## src/rtl/uart_pkg.sv

```systemverilog
// uart_pkg: constants and FSM state encoding shared by the UART receiver and transmitter.
// Optional feature macro: UART_RX_PARITY_EN (adds the PARITY state).
package uart_pkg;

  // Number of tick_x8 enable pulses in one bit period.
  localparam int OVERSAMPLE_X8 = 8;

  // Receiver frame-tracking states.
  typedef enum logic [2:0] {
    ST_IDLE   = 3'd0,
    ST_START  = 3'd1,
    ST_DATA   = 3'd2,
`ifdef UART_RX_PARITY_EN
    ST_PARITY = 3'd3,
`endif
    ST_STOP   = 3'd4,
    ST_BREAK  = 3'd5
  } uart_state_e;

endpackage

```

## src/rtl/uart_sync2.sv

```systemverilog
// uart_sync2: two-flop synchronizer for a single asynchronous input.
// RESET_VAL sets the value both stages take under reset.
module uart_sync2 #(
  parameter logic RESET_VAL = 1'b1
) (
  input  logic clk_i,
  input  logic rst_i,
  input  logic d_i,
  output logic q_o
);

  logic meta_q;
  logic sync_q;

  // Two-stage capture so downstream logic never sees a metastable value.
  always_ff @(posedge clk_i) begin
    if (rst_i) begin
      meta_q <= RESET_VAL;
      sync_q <= RESET_VAL;
    end else begin
      meta_q <= d_i;
      sync_q <= meta_q;
    end
  end

  assign q_o = sync_q;

endmodule

```

## src/rtl/uart_rx.sv

```systemverilog
// uart_rx: 8x-oversampled UART receiver with a one-entry output buffer.
// Frame: start + DATA_BITS (LSB first) [+ parity] + stop.
// Optional feature macro: UART_RX_PARITY_EN adds PARITY_ODD and parity_err.
module uart_rx
  import uart_pkg::*;
#(
  parameter int DATA_BITS  = 8,
  parameter int OVERSAMPLE = OVERSAMPLE_X8
`ifdef UART_RX_PARITY_EN
  , parameter bit PARITY_ODD = 1'b0
`endif
) (
  input  logic                 sys_clk,
  input  logic                 rst,
  input  logic                 tick_x8,
  input  logic                 rxd,
  output logic [DATA_BITS-1:0] rx_data,
  output logic                 rx_valid,
  input  logic                 rx_ready,
  output logic                 frame_err,
  output logic                 overrun_err
`ifdef UART_RX_PARITY_EN
  , output logic               parity_err
`endif
);

  localparam int BIT_W = (DATA_BITS > 1) ? $clog2(DATA_BITS) : 1;
  // START waits half a bit, everything else a full bit.
  localparam logic [2:0]       MID_TICK  = 3'(OVERSAMPLE / 2 - 1);
  localparam logic [2:0]       LAST_TICK = 3'(OVERSAMPLE - 1);
  localparam logic [BIT_W-1:0] LAST_BIT  = BIT_W'(DATA_BITS - 1);
  localparam logic [BIT_W-1:0] BIT_STEP  = BIT_W'(1);

`ifdef UART_RX_PARITY_EN
  // True when data plus received parity bit disagree with the configured sense.
  function automatic logic parity_bad(input logic [DATA_BITS-1:0] data,
                                      input logic par_bit);
    return ((^data) ^ par_bit) != PARITY_ODD;
  endfunction
`endif

  logic                 rxd_s;
  uart_state_e          state_q;
  logic [2:0]           tick_cnt_q;
  logic [BIT_W-1:0]     bit_cnt_q;
  logic [DATA_BITS-1:0] shift_q;
  logic [DATA_BITS-1:0] shift_d;
  logic [DATA_BITS-1:0] rx_data_q;
  logic                 rx_valid_q;
  logic                 frame_err_q;
  logic                 overrun_err_q;
`ifdef UART_RX_PARITY_EN
  logic                 par_bad_q;
  logic                 parity_err_q;
`endif

  uart_sync2 #(
    .RESET_VAL (1'b1)
  ) u_sync (
    .clk_i (sys_clk),
    .rst_i (rst),
    .d_i   (rxd),
    .q_o   (rxd_s)
  );

  // Shift register contents after sampling one data bit (line is LSB first).
  always_comb begin
    shift_d = {rxd_s, shift_q[DATA_BITS-1:1]};
  end

  // Frame FSM, counters, output buffer and error pulses.
  always_ff @(posedge sys_clk) begin
    if (rst) begin
      state_q       <= ST_IDLE;
      tick_cnt_q    <= 3'd0;
      bit_cnt_q     <= '0;
      shift_q       <= '0;
      rx_data_q     <= '0;
      rx_valid_q    <= 1'b0;
      frame_err_q   <= 1'b0;
      overrun_err_q <= 1'b0;
`ifdef UART_RX_PARITY_EN
      par_bad_q     <= 1'b0;
      parity_err_q  <= 1'b0;
`endif
    end else begin
      frame_err_q   <= 1'b0;
      overrun_err_q <= 1'b0;
`ifdef UART_RX_PARITY_EN
      parity_err_q  <= 1'b0;
`endif
      // Consumer handshake; a frame accepted this same cycle overrides below.
      if (rx_valid_q && rx_ready) begin
        rx_valid_q <= 1'b0;
      end

      if (tick_x8) begin
        case (state_q)
          ST_IDLE: begin
            if (!rxd_s) begin
              state_q    <= ST_START;
              tick_cnt_q <= 3'd0;
            end
          end

          ST_START: begin
            if (tick_cnt_q == MID_TICK) begin
              tick_cnt_q <= 3'd0;
              bit_cnt_q  <= '0;
              // A start bit that is gone by mid-bit was noise.
              state_q    <= rxd_s ? ST_IDLE : ST_DATA;
            end else begin
              tick_cnt_q <= tick_cnt_q + 3'd1;
            end
          end

          ST_DATA: begin
            if (tick_cnt_q == LAST_TICK) begin
              tick_cnt_q <= 3'd0;
              shift_q    <= shift_d;
              if (bit_cnt_q == LAST_BIT) begin
                bit_cnt_q <= '0;
`ifdef UART_RX_PARITY_EN
                state_q   <= ST_PARITY;
`else
                state_q   <= ST_STOP;
`endif
              end else begin
                bit_cnt_q <= bit_cnt_q + BIT_STEP;
              end
            end else begin
              tick_cnt_q <= tick_cnt_q + 3'd1;
            end
          end

`ifdef UART_RX_PARITY_EN
          ST_PARITY: begin
            if (tick_cnt_q == LAST_TICK) begin
              tick_cnt_q <= 3'd0;
              par_bad_q  <= parity_bad(shift_q, rxd_s);
              state_q    <= ST_STOP;
            end else begin
              tick_cnt_q <= tick_cnt_q + 3'd1;
            end
          end
`endif

          ST_STOP: begin
            if (tick_cnt_q == LAST_TICK) begin
              tick_cnt_q <= 3'd0;
              if (rxd_s) begin
                state_q <= ST_IDLE;
`ifdef UART_RX_PARITY_EN
                parity_err_q <= par_bad_q;
`endif
                if (rx_valid_q && !rx_ready) begin
                  // Buffer still owned by the consumer: keep the old byte.
                  overrun_err_q <= 1'b1;
                end else begin
                  rx_data_q  <= shift_q;
                  rx_valid_q <= 1'b1;
                end
              end else begin
                // Low stop bit: drop the byte and wait out the break.
                frame_err_q <= 1'b1;
                state_q     <= ST_BREAK;
              end
            end else begin
              tick_cnt_q <= tick_cnt_q + 3'd1;
            end
          end

          ST_BREAK: begin
            if (rxd_s) begin
              state_q    <= ST_IDLE;
              tick_cnt_q <= 3'd0;
            end
          end

          default: begin
            state_q    <= ST_IDLE;
            tick_cnt_q <= 3'd0;
            bit_cnt_q  <= '0;
          end
        endcase
      end
    end
  end

  assign rx_data     = rx_data_q;
  assign rx_valid    = rx_valid_q;
  assign frame_err   = frame_err_q;
  assign overrun_err = overrun_err_q;
`ifdef UART_RX_PARITY_EN
  assign parity_err  = parity_err_q;
`endif

endmodule

```

## config.mk

```make
export PLATFORM = sky130hd
export DESIGN_NAME = uart_rx
export DESIGN_NICKNAME = d
export VERILOG_FILES = /design/src/rtl/uart_pkg.sv /design/src/rtl/uart_sync2.sv /design/src/rtl/uart_rx.sv
export SDC_FILE = /design/constraint.sdc
export NUM_CORES = 1
export LEC_CHECK = 0
export BUFFER_PORTS_ARGS = -buffer_cell sky130_fd_sc_hd__buf_2
export CORE_ASPECT_RATIO = 0.75
export CORE_UTILIZATION = 55
export DETAILED_ROUTE_END_ITERATION = 8
export PLACE_DENSITY = 0.76
export SLEW_MARGIN = 20
export SYNTH_ARGS = -nofsm -noshare
export SYNTH_HDL_FRONTEND = slang
export SYNTH_SLANG_ARGS = --single-unit
```

## constraint.sdc

```tcl
create_clock -name sys_clk -period 3.3 [get_ports sys_clk]
set_input_delay 0.495 -clock sys_clk [delete_from_list [all_inputs] [get_ports sys_clk]]
set_output_delay 0.495 -clock sys_clk [all_outputs]
set_load 0.05 [all_outputs]
```

After elaboration in Yosys (flattened, before gate mapping) --
Cells that the tools add are included.
Word-level totals: flip-flop bits (word level) 30, latch bits 0, output and inout bits 11, memories kept 0, input bits 5, logic and storage cells 69, bits in writable memories 0, memory bits (read-only) 0
Operators by class: reductions and logical operators 13, shifts and indexed selects 0, multiply operators 0, multiplexer cells 25, $lt $le $gt $ge 0, divide/modulo/power cells 0, eq/ne operators 13, add/subtract/negate cells 2, bitwise logic cells 6
Operator list (number):
- $mux W3 | 13
- $pmux W3 S5 | 1
- $eq A3 B3 Y1 const B | 4
- $pmux W3 S4 | 1
- $ne A2 B2 Y1 const B | 5
- $pmux W3 S3 | 1
- $mux W1 | 8
- $reduce_and A7 Y1 | 1
- $add A3 B1 Y3 const B | 2
- $eq A3 B2 Y1 const B | 2
- $not A1 Y1 | 6
- $reduce_and A3 Y1 | 2
- $reduce_and A5 Y1 | 1
- $reduce_or A5 Y1 | 1
- $reduce_and A4 Y1 | 1
- $reduce_or A4 Y1 | 1
- $eq A3 B1 Y1 const B | 1
- $logic_not A3 Y1 | 1
- $reduce_or A3 Y1 | 1
- $logic_and A1 B1 Y1 | 2
- $mux W2 | 1
- $ne A2 B1 Y1 const B | 1
- $reduce_or A2 Y1 | 1
- $logic_not A1 Y1 | 1

Longest topological paths before layout --
Gate-level depths: netlist of the first run.
depth in word-level cells 7, depth in mapped cells 7, depth with buffers taken out 7

By module --
From an unflattened synthesis of the first run, not the netlist that was laid out.
Unflattened totals: cells, all modules 143, area, all modules 1397.6 sq um
Modules (own cells, without submodules):
- uart_rx | area an instance 1345.0 sq um, instances 1, seq. area each 560.5 sq um, cells an instance 139
- uart_sync2 | area an instance 52.6 sq um, instances 1, seq. area each 40.0 sq um, cells an instance 4

Worst setup path after synthesis of the first run --
Ideal clock, no wire load.
kind reg2reg, from register tick_cnt_q[0], to register state_q[0], arrival 1558 ps, path slack 1620 ps, required time 3179 ps, cell stages (with the launch flop) 6, cell sequence dfxtp_1 > ha_1 > and2_1 > a32o_1 > o31a_1 > mux2_4
Between the ends: word-level cells in the longest chain between the ends 3
Ends and longest elaborated chain:
- from (decl) | RTL line uart_rx.sv:44 | logic [2:0] tick_cnt_q;
- from (signal assigned) | RTL line uart_rx.sv:113 | tick_cnt_q <= tick_cnt_q + 3'd1;
- from (signal assigned) | RTL line uart_rx.sv:132 | tick_cnt_q <= tick_cnt_q + 3'd1;
- from (signal assigned) | RTL line uart_rx.sv:169 | tick_cnt_q <= tick_cnt_q + 3'd1;
- $eq A3 B3 Y1 or $eq A3 B2 Y1 (tied branches) | RTL line uart_rx.sv:118, uart_rx.sv:149, uart_rx.sv:107
- $ne A2 B2 Y1 (no line)
- $reduce_and A7 Y1 (no line) *
- to (signal assigned) | RTL line uart_rx.sv:111 | state_q <= rxd_s ? ST_IDLE : ST_DATA;
- to (decl) | RTL line uart_rx.sv:43 | uart_state_e state_q;
Every way passes the cells marked *; elsewhere a longest branch is shown, timed or not. A chain may end at the register's enable or synchronous reset.

Worst setup path in the final report of the first run --
from register state_q[1], to register state_q[0]
Between the ends: word-level cells in the longest chain between the ends 3
Ends and longest elaborated chain:
- $eq A3 B3 Y1 (tied with other cells) | RTL line uart_rx.sv:98 | case (state_q)
- $ne A2 B1 Y1 (no line) or $ne A2 B2 Y1 (tied branches)
- $reduce_and A7 Y1 (no line)
Several ways; a longest one is shown, not always the timed one.

==> impl_results.md, run 1 <==
* Slew @ Worst Pin at around 530 ps
* Clk_lat worst skew at roughly 310 ps
* Commonest cells in the synthesized netlist: dfxtp_1 (30), mux2i_1 (21), nor2_1 (21)
* Initial DRC count at 30
* DP Worst Slack at 1540 ps
* Pre-antenna DRT Iters at 4
* Met3 routed WL at roughly 110 microns
* RSZ-0062 raised after global routing: no
* Gr usage total at between 20% and 30%
* Fmax achieved at about 550 MHz
* YS warnings at 0
* Max clock buf depth at 2
* Ports at 16
* Most common cell in the netlist: dfxtp_1
* Die X at 59.7 microns
* Post-route worst setup slack at about 1500 ps
* Layout area overhead at 10.8%
* Post-synth EDFFs at 0
* Outcome: complete, no violations
* CTS tree: done
* # diodes at 0
* Clock Pin Slew Worst Setup and Hold Paths at about 90 ps
* DR WL/cell at roughly 13 microns
* Leakage at ~0.64 nW
* Register area share after synthesis at 43.8%
* Largest net degree at the start of global routing at 35
* PwrDens at slightly above 400 mW/mm^2
* Uppermost layer routed: met4
* Synth Register Bits at 30
* Core area at roughly 0.0023 sq mm
* Final core occ at about two thirds
* CP Launch Type: flip-flop
* DRC Markers at 0
* Overflow left after global routing at 0
* Setup TNS at 0 ps
* Min Tclk post-route at between 1500 and 2000 ps
* Via-per-instance ratio at 5.36
* Global-route wire length before repair at 3970 microns
* HPWL Detailed at roughly 1700 microns
* DRT Wirelength at 2460 microns
* Synth top area share at 43.8%
* Die area at 0.00270 sq mm
* Worst Clk Skew at just over 4 ps
* Met1 Routed Length at roughly 1200 microns
* Top post-synthesis cells by area: dfxtp_1 (44%), mux2i_1 (15%), nor2_1 (5.7%)
* DRT antenna net count at 0
* Rows at 15
* Syn Std Cell Area at 0.00137 sq mm
* Mapped Cells at around 140
* VDD IR max at 0.307 mV
* Starting Density at between 50% and 60%
* Slew HR at between 60 and 70%
* Worst Path Max Fanout at 14
* Vias in the first global route at 930
* Crit path DAT at 2040 ps
* Hold Vio Cnt, Final at 0
* Initial antenna violation count at 0
* Nets at around 170
* Syn nets at between 150 and 200
* Layout cell share with drive strength beyond 1 at about 17%
* Setup CP Type: flip-flop to flip-flop
* H-tree lvl count at 2
* Crit end category: flip-flop
* Main synth FF type: dfxtp_1
* Final Slew Violations at 0
* Syn avg cell area at 9.67 sq um
* Die height at around 45 microns
* CTS resizes at 0
* Post-synth ARST share at 0%
* Netlist cell types at 39
* Hold Crit Class: primary input to flip-flop
* Port bufs at 15
* Met2 wire length at approximately 1200 microns
* CTS Hold Buffers Added at 0
* Num CTS Buffers at 5
* Clock Tree Root: clkbuf_4
* Final Power at a little over 0.6 mW
* Final period util at a little under three fifths
* Via count at ~1000
* CP required at ~3500 ps
* CTS sink cnt at 30
* Total of max-cap violations at 0
* GP Congestion at roughly 0.77
* Leading area contributor after synthesis: dfxtp_1
* Fillers at 216
* Post-CTS Repair Setup Buffers at 0
* Finish-stage setup viols at 0
[through the flow]
| step | instance area [sq um] | hold slack [ps] | std cells |
|---|---|---|---|
| 2_1_floorplan | 1370 | 389 | 142 |
| 3_3_place_gp | 1460 | 391 | 184 |
| 3_5_place_dp | 1460 | 402 | 184 |
| 4_1_cts | 1520 | 343 | 192 |
| 5_1_grt | 1520 | 340 | 192 |
| 6_report | 1520 | 359 | 192 |
[flip-flops by register name (all words and copies together) (netlist names), 3 cells and up]
signal	cells
bit_cnt_q	3
rx_data	8
shift_q	8
state_q	3
tick_cnt_q	3
[routing by layer]
layer | GRT usage, % | up-vias
met5 | 0 | -
met4 | 9.30 | 0
met3 | 7.74 | 2
met2 | 32.9 | 19
met1 | 25.7 | 485
li1 | - | 524
[path summary, 6_finish.rpt]
path,from,endpoint,slack [ps],depth (start not counted)
max,state_q[1],state_q[0],1470,4
min,rxd,u_sync.meta_q,360,2
max reg2reg,state_q[1],state_q[0],1470,4
min reg2reg,u_sync.meta_q,u_sync.q_o,420,1
[layout by cell type, fill, tap and decap left out, types with 2 or more instances in the layout]
cell type,instances
clkbuf_4,5
dfxtp_1,30
or3_1,2
ha_1,5
nor2_1,21
or2_2,2
buf_2,15
a21oi_1,6
mux2i_1,21
nand2_1,6
nor3_1,2
o21ai_0,3
nand2b_1,11
[worst max-delay path: stages (launching register included)]
cell and delay (ps):
dfxtp_1 570, or2_1 250, o221a_1 310, o31a_1 270
mux2_4 310
[report_power, final]
group | internal [mW] | switching, mW | total [mW]
combinational | 0.0119 | 0.0133 | 0.0252
sequential | 0.365 | 0.00603 | 0.371
clock | 0.103 | 0.118 | 0.221
[layout make-up]
class                   count  area (sq um)  area share (%)
clock buffers               7          55.1            3.62
clock inverters             1          5.00           0.329
inverters                   1          3.75           0.247
multi-input cells         104           738            48.6
flip-flops and latches     30           601            39.5
well taps                  34          42.5            2.80
repair buffers             15          75.1            4.94
[cell families (layout without fill, tap and decap cells)]
family                   after synthesis  after routing  synth area share (%)
adder cells (fa/ha/maj)                5              5                  4.56
AND/OR/NAND/NOR                       57             57                  22.5
AO/OA/AOI/OAI                         19             19                  9.66
multiplexers                          22             22                  16.4
buffers and inverters                  8             24                  2.46
flip-flops                            30             30                  43.8
XOR/XNOR                               1              1                 0.638
No activity file was read; power rests on OpenSTA's default activity.
==> run 2, diff against run 1 <==
Settings changed: ABC_AREA set to 1, CORE_UTILIZATION 55 to 51, PLACE_DENSITY 0.76 to 0.74.
Clock period 3.3 ns to 1.67 ns, I/O delays scaled along.
==> run 2 against run 1 <==
Against the previous run: clock skew up 0.84 ps; via count is 24% higher; global-route usage increased by 0.73 points; sequential cell count unchanged; wire length rose by 21%; setup slack lost 1300 ps; non-clock buffer count rose by 5; sequential share of layout area shrank 3.1 points; power grew to 3.6 times the previous value; critical endpoint is now shift_q[1]; highest routed layer unchanged.
==> impl_results.md, run 2 <==
* Outcome: complete, no violations
* Largest net degree at the start of global routing at 22
* PwrDens at between 1000 and 1500 mW/mm^2
* Hold Crit Class: primary input to flip-flop
* Worst Path Max Fanout at 7
* CP Cell Sequence: ha_1, nand2_1, nor2_2, inv_1, nor2_4, inv_2, nor2_1, nor2_1
* Commonest cells after routing, fill and taps aside: nor2_1 (46), dfxtp_1 (29), nand2_1 (27)
* Post-synth EDFFs at 0
* Netlist cell types at 25
* Crit end category: flip-flop
* Crit-path slowest cell: dfxtp_1
* Num CTS Buffers at 5
* Pre-antenna DRT Iters at 4
* Fmax achieved at about 660 MHz
* Main synth FF type: dfxtp_1
* Nets at between 200 and 250
* Hold Vio Cnt, Final at 0
* Crit path max-delay family: simple AND/OR/NAND/NOR gates
* Most common cell after layout, fill and taps aside: nor2_1
* Die height at around 48 microns
* Slew @ Worst Pin at 401 ps
* Finish-stage setup viols at 0
* Post-synth ARST share at 0%
* Slew HR at around three quarters
* Cell with the most instances on the worst path: nor2_1
* DR WL/cell at ~12 microns
* DRC Markers at 0
* Most common cell in the netlist: nor2_1
* Crit path DAT at between 1500 and 2000 ps
* DP Worst Slack at approximately 42 ps
* H-tree lvl count at 2
* Leading area contributor after synthesis: dfxtp_1
* CTS sink cnt at 30
* Final Slew Violations at 0
* Slowest stage delay, CP at approximately 380 ps
* Vias in the first global route at about 1100
* Final period util at between 90% and 100%
* Total of max-cap violations at 0
* Register area share after synthesis at around 42%
* Via-per-instance ratio at 5.04
* CP required at 1840 ps
* Setup CP Type: flip-flop to flip-flop
* Clock Pin Slew Worst Setup and Hold Paths at roughly 60 ps
* CP Buf/Inv Count at 2
* Initial antenna violation count at 0
* Leakage at about 0.81 nW
* CTS tree: done
* Global-route wire length before repair at between 4000 and 5000 microns
* RSZ-0062 raised after global routing: no
* Setup TNS at 0 ps
* Worst Clk Skew at 4.89 ps
* Layout area overhead at 16.2%
* Top post-synthesis cells by area: dfxtp_1 (42%), nor2_1 (12%), nand2_1 (7.1%)
* Max clock buf depth at 2
* Overflow left after global routing at 0
* CP Launch Type: flip-flop
* CTS Hold Buffers Added at 0
* Syn avg cell area at between 7 and 8 sq um
* Synth top area share at a little over two fifths
* Layout cell share with drive strength beyond 1 at between 20% and 30%
* # diodes at 0
* Starting Density at a little over half
* Post-route worst setup slack at ~150 ps
* DRT antenna net count at 0
* HPWL Detailed at 2250 microns
* Port bufs at 15
* Die X at around 63 microns
* Clk_lat worst skew at between 200 and 300 ps
* Core area at roughly 0.0026 sq mm
* Commonest cells in the synthesized netlist: nor2_1 (47), dfxtp_1 (30), nand2_1 (27)
* Mapped Cells at 192
* Die area at ~0.0030 sq mm
* VDD IR max at 0.841 mV
* Syn nets at 202
* Min Tclk post-route at around 1500 ps
* Via count at roughly 1300
* DRT Wirelength at 2990 microns
* Ports at 16
* Gr usage total at 21.6%
* Initial DRC count at 113
* Rows at 16
* Synth Register Bits at 30
* Clock Tree Root: clkbuf_8
* GP Congestion at 0.904
* Syn Std Cell Area at about 0.0014 sq mm
* YS warnings at 0
==> run 2: cell count changes after synthesis, moves of 13 or more <==
cell | before | now
nor2_1 | 21 | 47
mux2i_1 | 21 | 0
nand2_1 | 6 | 27
inv_1 | 1 | 15
nand3_1 | 1 | 14
==> run 2: kinds of logic (layout without fill, tap and decap cells) <==
logic type | after synthesis | count (layout) | synth area share (%)
buf+inv | 23 | 48 | 6.87
simple gates | 105 | 105 | 35.2
fa+ha+maj | 5 | 5 | 4.40
compound gates | 29 | 29 | 11.3
flops | 30 | 30 | 42.3
==> run 2: final cells by class <==
type	instances	area, sq um
Timing Repair Buffer	20	113
Sequential cell	30	602
Multi-Input combinational cell	139	726
Clock inverter	1	5.00
Fill cell	230	971
Tap cell	36	45.0
Clock buffer	7	86.3
Inverter	20	75.1
==> run 2: through the flow <==
stage | std cells | cell area [sq um] | hold WS, ps | power, mW | utilization, %
CTS | 250 | 1630 | 165 | 2.25 | 62.0
finish | 253 | 1650 | 166 | 2.24 | 63.0
detailed placement | 242 | 1530 | 412 | 1.66 | 58.5
floorplan | 192 | 1420 | 313 | 1.52 | -
global placement | 242 | 1530 | 400 | 1.64 | 58.5
global route | 253 | 1650 | 157 | 2.42 | 63.0
==> run 2: worst paths after layout <==
path                      start       endpoint  slack [ps]  cells past startpoint
setup / recovery  tick_cnt_q[0]     shift_q[1]         150                      8
hold / removal              rxd  u_sync.meta_q         170                      2
setup reg to reg  tick_cnt_q[0]     shift_q[1]         150                      8
hold reg to reg   u_sync.meta_q     u_sync.q_o         420                      1
==> run 2: timing repair <==
action	in CTS	in global routing
setup endpoints to repair	0	11
buffers inserted	0	3
resized for setup	0	2
==> run 2: report_power, final <==
group	internal [mW]	switching, mW
Clock	0.332	0.252
Combinational	0.255	0.498
Sequential	0.791	0.114
Total	1.38	0.863
==> run 2: layer usage <==
metal  track usage (%)  vias up  routed length [microns]
li1                  -      664                        -
met1              29.5      570                     1560
met2              31.2       37                     1230
met3              8.81        4                      183
met4              6.98        0                       17
met5                 0        -                        0
==> run 3, diff against run 2 <==
Settings changed: CORE_UTILIZATION 51 to 55, PLACE_DENSITY 0.74 to 0.76.
Clock period 1.67 ns to 1.62 ns, I/O delays scaled along.
==> run 3 against run 2 <==
Against the previous run: clock power is 31% lower; via count increased by 1.5%; power fell by 5.4%; cell area shrank 3.8%; critical path depth unchanged; clock-buffer cell count unchanged; sequential power rose by 2.2%; critical path type unchanged; critical endpoint is now rx_data[6].
==> impl_results.md, run 3 (synthesis results as in run 2) <==
* Largest net degree at the start of global routing at 20
* Comb power frac at a little under two fifths
* Hold WS at 95.9 ps
* DRT antenna net count at 0
* Global-route wire length before repair at 4560 microns
* Final Slew Violations at 0
* DRT Wirelength at ~2800 microns
* Core area at between 0.002 and 0.0025 sq mm
* Clock Tree Root: clkbuf_4
* Ports at 16
* Clk_lat worst skew at about 330 ps
* VDD IR max at slightly above 0.9 mV
* CTS sink cnt at 30
* Die height at approximately 46 microns
* Worst Path Max Fanout at 9
* # diodes at 0
* Layout area overhead at 11.8%
* Min Tclk post-route at around 1500 ps
* Setup CP Type: flip-flop to flip-flop
* Commonest cells after routing, fill and taps aside: nor2_1 (46), dfxtp_1 (28), nand2_1 (27)
* Post-CTS Repair Setup Buffers at 0
* Outcome: complete, no violations
* Rows at 15
* Vias in the first global route at between 1000 and 1500
* Leakage at about 0.78 nW
* GP Congestion at 0.885
* Hold Crit Class: primary input to flip-flop
* Max clock buf depth at 2
* Nets at ~220
* Die X at about 60 microns
* CP Launch Type: flip-flop
* Switching share of power at between 40% and 50%
* Clock Pin Slew Worst Setup and Hold Paths at 90 ps
* Setup TNS at 0 ps
* Sw Pwr at around 0.87 mW
* Post-route insts no fill at ~250
* Finish-stage setup viols at 0
* Via-per-instance ratio at 5.22
* DRC Markers at 0
* Hold Vio Cnt, Final at 0
* Initial DRC count at 90
* Most common cell after layout, fill and taps aside: nor2_1
* H-tree lvl count at 2
* RSZ-0062 raised after global routing: no
* DP Worst Slack at 76.8 ps
* Port bufs at 15
* Slew @ Worst Pin at about 460 ps
* Fmax achieved at roughly 680 MHz
* Fillers at between 200 and 250
* Initial antenna violation count at 0
* Crit end category: flip-flop
* DR WL/cell at around 11 microns
* Pre-antenna DRT Iters at 4
* Gr usage total at a little under a quarter
* CP required at 1850 ps
* Finished Cell Area at roughly 0.0016 sq mm
* Placed Area at 0.00154 sq mm
* Overflow left after global routing at 0
* Worst Clk Skew at between 10 and 15 ps
* Die area at roughly 0.0028 sq mm
* Post-route worst setup slack at about 140 ps
* Num CTS Buffers at 5
* PwrDens at about 1300 mW/mm^2
* Final period util at between 90% and 100%
* Total of max-cap violations at 0
* Via count at between 1000 and 1500
* Slew HR at between 60% and 70%
* Layout cell share with drive strength beyond 1 at roughly 22%
* Clk pwr share at between 10% and 20%
* Crit path DAT at between 1500 and 2000 ps
* HPWL Detailed at approximately 2100 microns
* Starting Density at 60.1%
* Placed cells at between 200 and 250
* Sequential fraction of design power at a little over two fifths
* Internal power at around 1.3 mW
* CTS tree: done
## run 3: timing repair
item	CTS	global route
hold buffers	0	0
endpoints found under the setup margin	0	15
gates resized for setup	0	3
## run 3: layer usage
layer	up-vias	global-route usage, %	wire length, microns
met5	-	0	0
met4	0	14.5	84
met3	9	8.24	195
met2	39	31.6	1140
met1	582	31.8	1390
li1	664	-	-
## run 3: path summary, 6_finish.rpt
path | depth (start not counted) | slack (ps) | from | endpoint
setup reg to reg | 8 | 140 | state_q[0] | rx_data[6]
hold / removal | 2 | 100 | rxd | u_sync.meta_q
setup / recovery | 8 | 140 | state_q[0] | rx_data[6]
hold reg to reg | 1 | 430 | u_sync.meta_q | u_sync.q_o
## run 3: worst max-delay path, cell delays in order, from the launching register on
cell,delay (ps)
dfxtp_1,400
nor2_4,220
nand2_2,90
inv_2,100
nand3_4,100
nor2_8,170
inv_2,100
nor2_1,130
nor2_1,60
## run 3: final cells by class
cell class | instances | area (sq um) | share of cell area, %
inverters | 20 | 75.1 | 4.72
repair buffers | 18 | 97.6 | 6.14
multi-input cells | 139 | 726 | 45.7
well taps | 34 | 42.5 | 2.68
clock buffers | 7 | 45.0 | 2.83
flip-flops and latches | 30 | 603 | 38.0
## run 3: power by group through the flow
stage	Combinational, mW	Sequential (mW)	Clock [mW]
after detailed placement	0.780	0.936	0
after global placement	0.752	0.927	0
after global routing	0.889	0.937	0.451
after CTS	0.783	0.920	0.411
final	0.790	0.924	0.405
after floorplan	0.673	0.894	0
## run 3: stage by stage
stage	total power [mW]	utilization, %
detailed placement	1.72	65.1
floorplan	1.57	-
global placement	1.68	65.1
finish	2.12	67.2
CTS	2.11	67.0
global route	2.28	67.2
